===== src/rtl/mem_arbiter.sv =====
// Arbitrates instruction-fetch and data requests onto one single-port RAM,
// one access per two cycles, with a starvation bound for the fetch port.
//
// state | meaning
// IDLE  | no access in flight; a request may be accepted
// ISSUE | RAM access for the accepted request; read data captured at the edge
// RESP  | response presented for one cycle; a new request may be accepted
module mem_arbiter #(
  parameter logic [63:0] BASE_ADDR    = 64'h0000_0000_8000_0000,
  parameter int unsigned STARVE_LIMIT = 4
) (
  input  logic        clk,
  input  logic        reset,
  input  logic        i_req_valid,
  output logic        i_req_ready,
  input  logic [63:0] i_req_addr,
  output logic        i_resp_valid,
  output logic [31:0] i_resp_data,
  input  logic        d_req_valid,
  output logic        d_req_ready,
  input  logic [63:0] d_req_addr,
  input  logic        d_req_wen,
  input  logic [63:0] d_req_wdata,
  input  logic [63:0] d_req_wmask,
  output logic        d_resp_valid,
  output logic [63:0] d_resp_rdata,
  output logic        mem_en,
  output logic [63:0] mem_idx,
  output logic        mem_wen,
  output logic [63:0] mem_wdata,
  output logic [63:0] mem_wmask,
  input  logic [63:0] mem_rdata
);

  localparam int SW = (STARVE_LIMIT < 1) ? 1 : $clog2(STARVE_LIMIT + 1);
  localparam logic [SW-1:0] LIMIT = SW'(STARVE_LIMIT);

  typedef enum logic [1:0] {IDLE, ISSUE, RESP} state_t;

  state_t        r_state;
  logic [SW-1:0] r_starve_cnt;
  logic [63:0]   r_addr;
  logic [63:0]   r_wdata;
  logic [63:0]   r_wmask;
  logic          r_wen;
  logic          r_is_i;
  logic          r_i_resp_valid;
  logic          r_d_resp_valid;
  logic [31:0]   r_i_resp_data;
  logic [63:0]   r_d_resp_rdata;

  logic          w_eligible;
  logic          w_grant_i;
  logic          w_accept_i;
  logic          w_accept_d;
  logic          w_accept;
  logic          w_issue;
  logic [63:0]   w_idx;

  assign w_eligible = !reset && ((r_state == IDLE) || (r_state == RESP));
  assign w_grant_i  = i_req_valid && (!d_req_valid || (r_starve_cnt == LIMIT));
  assign w_accept_i = w_eligible && w_grant_i;
  assign w_accept_d = w_eligible && !w_grant_i && d_req_valid;
  assign w_accept   = w_accept_i || w_accept_d;
  // Reset gates the access combinationally so an in-flight write never commits.
  assign w_issue    = !reset && (r_state == ISSUE);
  assign w_idx      = (r_addr - BASE_ADDR) >> 3;

  assign i_req_ready  = w_eligible && w_grant_i;
  assign d_req_ready  = w_eligible && !w_grant_i;

  assign mem_en       = w_issue;
  assign mem_wen      = w_issue && r_wen;
  assign mem_idx      = w_issue ? w_idx : 64'd0;
  assign mem_wdata    = w_issue ? r_wdata : 64'd0;
  assign mem_wmask    = w_issue ? r_wmask : 64'd0;

  assign i_resp_valid = r_i_resp_valid && !reset;
  assign d_resp_valid = r_d_resp_valid && !reset;
  assign i_resp_data  = reset ? 32'd0 : r_i_resp_data;
  assign d_resp_rdata = reset ? 64'd0 : r_d_resp_rdata;

  always_ff @(posedge clk) begin
    if (reset) begin
      r_state        <= IDLE;
      r_starve_cnt   <= '0;
      r_addr         <= '0;
      r_wdata        <= '0;
      r_wmask        <= '0;
      r_wen          <= 1'b0;
      r_is_i         <= 1'b0;
      r_i_resp_valid <= 1'b0;
      r_d_resp_valid <= 1'b0;
      r_i_resp_data  <= '0;
      r_d_resp_rdata <= '0;
    end else begin
      r_i_resp_valid <= 1'b0;
      r_d_resp_valid <= 1'b0;
      r_i_resp_data  <= '0;
      r_d_resp_rdata <= '0;

      if (w_eligible) begin
        if (!i_req_valid || w_accept_i) begin
          r_starve_cnt <= '0;
        end else if (w_accept_d && (r_starve_cnt != LIMIT)) begin
          r_starve_cnt <= r_starve_cnt + SW'(1);
        end
      end

      if (w_accept) begin
        r_addr  <= w_accept_i ? i_req_addr : d_req_addr;
        r_is_i  <= w_accept_i;
        r_wen   <= w_accept_d && d_req_wen;
        r_wdata <= w_accept_d ? d_req_wdata : 64'd0;
        r_wmask <= w_accept_d ? d_req_wmask : 64'd0;
      end

      case (r_state)
        IDLE: begin
          if (w_accept) r_state <= ISSUE;
        end
        ISSUE: begin
          r_state        <= RESP;
          r_i_resp_valid <= r_is_i;
          r_d_resp_valid <= !r_is_i;
          r_i_resp_data  <= !r_is_i ? 32'd0 :
                            (r_addr[2] ? mem_rdata[63:32] : mem_rdata[31:0]);
          // Write acks return zero data; reads return the whole word unaligned.
          r_d_resp_rdata <= (r_is_i || r_wen) ? 64'd0 : mem_rdata;
        end
        RESP: begin
          r_state <= w_accept ? ISSUE : IDLE;
        end
        default: r_state <= IDLE;
      endcase
    end
  end

endmodule


===== config.mk =====
export PLATFORM = sky130hd
export DESIGN_NAME = mem_arbiter
export DESIGN_NICKNAME = d
export VERILOG_FILES = /design/src/rtl/mem_arbiter.sv
export SDC_FILE = /design/constraint.sdc
export NUM_CORES = 1
export LEC_CHECK = 0
export BUFFER_PORTS_ARGS = -buffer_cell sky130_fd_sc_hd__buf_2
export CAP_MARGIN = 20
export CORE_AREA = 2 2 244 246
export CTS_CLUSTER_SIZE = 40
export DETAILED_ROUTE_END_ITERATION = 10
export DIE_AREA = 0 0 246 248
export PLACE_DENSITY = 0.45
export SETUP_SLACK_MARGIN = 0.5
export SYNTH_ARGS = -nofsm -noshare
export SYNTH_HDL_FRONTEND = slang
export SYNTH_SLANG_ARGS = --single-unit

===== constraint.sdc =====
create_clock -name clk -period 2.3 [get_ports clk]
set_input_delay 0.23 -clock clk [delete_from_list [all_inputs] [get_ports clk]]
set_output_delay 0.23 -clock clk [all_outputs]
set_load 0.01 [all_outputs]

==> summary.txt <==
wire length per cell: 19.2 µm
Synth Flop Type: dfxtp_1
Final min period: 2990 ps
Yosys top cell by area: dfxtp_1
Post-synth EDFFs: 0
Yosys cell types: 42
Min Hold Slack: 39.1 ps
mean cell area of the mapped netlist: 8.64 µm²
max-capacitance violation count: 0
highest clock rate: 0.334 GHz
largest family of logic cells by synthesized area: simple AND/OR/NAND/NOR gates
failing checks: negative setup slack
Leak: 11.2 nW
CTS buffer count: 38
share of the synthesized area in the top cell type: 46.8%
Die Y: 248 µm
Final setup viols: 156
Final Skew: 11.9 ps
most common cell in the synthesized netlist: dfxtp_1
final worst slack: -690 ps
Post-Synth XOR/XNOR Area: 0.486%
fraction of synthesized area in multiplexers: 5.23%
grt ovf: 0
worst vdd ir: 0.407 mV
mapped cell area: 0.0126 mm²
CP max stage delay: 560 ps
Final Core Density: 43.5%
Syn Inst Count: 1461
Final ANT Viol Nets: 0
clk sinks: 295
FP Rows: 89
crit path DAT: 2760 ps
H-tree depth: 2
area delta synth->final: 101%
worst-path maximum fanout: 11
nets@finish: 2770
DR vias: 14700
Crit-path slowest cell: or4_4
fraction of the mapped netlist area in adder cells: 0.297%
Hold Crit Class: primary input to flip-flop
sequential cell area fraction in the yosys report: 46.8%
Crit Path Class: flip-flop to output pin
synth cell count leaders: dfxtp_1, nor2_1, and2_1
cell mode on critical path: or4_4
GR Util All Layers: 17.8%
CTS tree: yes
Synth Area in Simple Gates: 28.7%
Longest Clk Path Bufs: 3
DR vias/cell: 4.55
Syn. warnings: 0
I/O pin cnt: 619
routability-driven placement congestion ratio: 0.852
initial antenna violation count: 3
Worst EP required: 2070 ps
flops & latches, synth: 295
vias in the first global route: 15000
Rel. slew slack: 41.5%
Cell Chain, Critical Path: or4_4 -> or4_4 -> buf_6 -> or4_1 -> a21oi_2 -> buf_2
Routed WL: 62100 µm
top cells by area, synth: dfxtp_1, and2_1, a22oi_1
initial drt markers: 662
root buf cell: clkbuf_16
fraction of the mapped netlist area in compound gates: 13.9%
clock latency on the worst-skew pair: 540 ps
pwr dens: 575 mW/mm²
hpwl dp: 34900 µm
period utilization: 130%
global-route wire length before repair: 85400 µm
Hold Fails Final Rpt: 0
layout cells sized above 1: 46.7%
Slew @ Worst Pin: 878 ps
Die W: 246 µm
Port-buffer cells: 611
die area: 0.0610 mm²
RSZ-0062 raised after global routing: true
fin. max-slew vios: 0
core area: 0.0585 mm²
outcome: finished, violations left
startpoint types: flip-flop
largest net degree at the start of global routing: 147
crit end category: output pin
clock transition at the registers of the reported paths: 50 ps
DRT Pass-1 Iters: 5
Starting Density: 21.6%
ys async rst share: 0%
Post-route DRC: 0
## cells in the final DEF (no fill, tap or decap), drive strengths merged, types with 6 or more instances in the layout
master	synthesis	layout
mux2i	66	66
buf	19	776
dlygate4sd3	0	282
dfxtp	295	295
or3	9	9
clkinv	0	7
nor2b	98	98
nor4	6	6
nand2	79	79
nor2	243	243
or4	17	17
inv	14	14
a211oi	30	30
or2	9	9
o21ai	7	7
a21oi	21	21
a311oi	32	32
o31ai	9	9
clkbuf	116	66
a22oi	129	129
and2	221	221
## per-stage QoR
stage	TNS, ps	instance area [µm²]	setup WS [ps]	power [W]	std cells
after floorplan	-876	12800	-141	0.00654	1463
after global placement	-2560	17000	-235	0.00734	2784
after detailed placement	-2790	17000	-244	0.00735	2784
after CTS	-24600	24100	-724	0.0145	3204
after global routing	-34070	25400	-768	0.0152	3238
final	-18080	25400	-690	0.0146	3240
## registers in the layout (all words and copies together) (netlist names)
signal          cells
r_i_resp_valid      1
r_wdata            64
r_starve_cnt        3
r_wmask            64
r_d_resp_rdata     64
r_addr             62
r_i_resp_data      32
r_state             2
r_is_i              1
r_d_resp_valid      1
r_wen               1
## area by class of cell
cell class                      instances  area (µm²)
Fill cell                            5522       33000
Tap cell                              773         967
Timing Repair Buffer                 1074        9960
Antenna cell                            3        7.51
Clock buffer                           51        1090
Clock inverter                         11         159
Inverter                               14        72.6
Multi-Input combinational cell       1019        7260
Sequential cell                       295        5920
## metal layers
metal	global-route usage [%]	vias up	wire length, µm
li1	-	6923	-
met1	20.8	7154	24900
met2	31.5	541	31500
met3	4.48	113	4000
met4	6.27	2	1750
met5	0	-	11
## critical path: cells and delay by family (launching register included)
family                 cells  cell delay, ps
AO/OA/AOI/OAI              1             130
buffers and inverters      2             310
flip-flops                 1             310
AND/OR/NAND/NOR            3            1470
## kinds of logic after synthesis
logic type / Yosys count
other: 1
multiplexers: 66
XOR/XNOR: 7
adder cells (fa/ha/maj): 3
AO/OA/AOI/OAI: 237
flip-flops: 295
buffers and inverters: 149
AND/OR/NAND/NOR: 703
## report_power, final
group,internal (W),switching (W),total (W)
clock network,0.00375,0.00233,0.00608
registers,0.00534,0.000148,0.00549
logic,0.00168,0.00137,0.00305
## worst paths after layout
path / slack [ps] / to / from / cells past startpoint
worst min-delay path: 40 / r_addr[58] / i_req_addr[58] / 3
worst max-delay path: -690 / mem_idx[53] / r_addr[36] / 6
worst max register to register: 200 / r_d_resp_rdata[23] / r_state[0] / 10
worst min register to register: 470 / r_starve_cnt[1] / r_starve_cnt[1] / 2
## what timing repair did
item	in CTS	in global routing
hold buffers	282	0
endpoints found under the hold margin	288	0
gates cloned	32	20
buffers inserted	44	13
resized for setup	417	199
endpoints found under the setup margin	395	421
pin swaps	126	35
No activity file was read; power rests on OpenSTA's default activity.
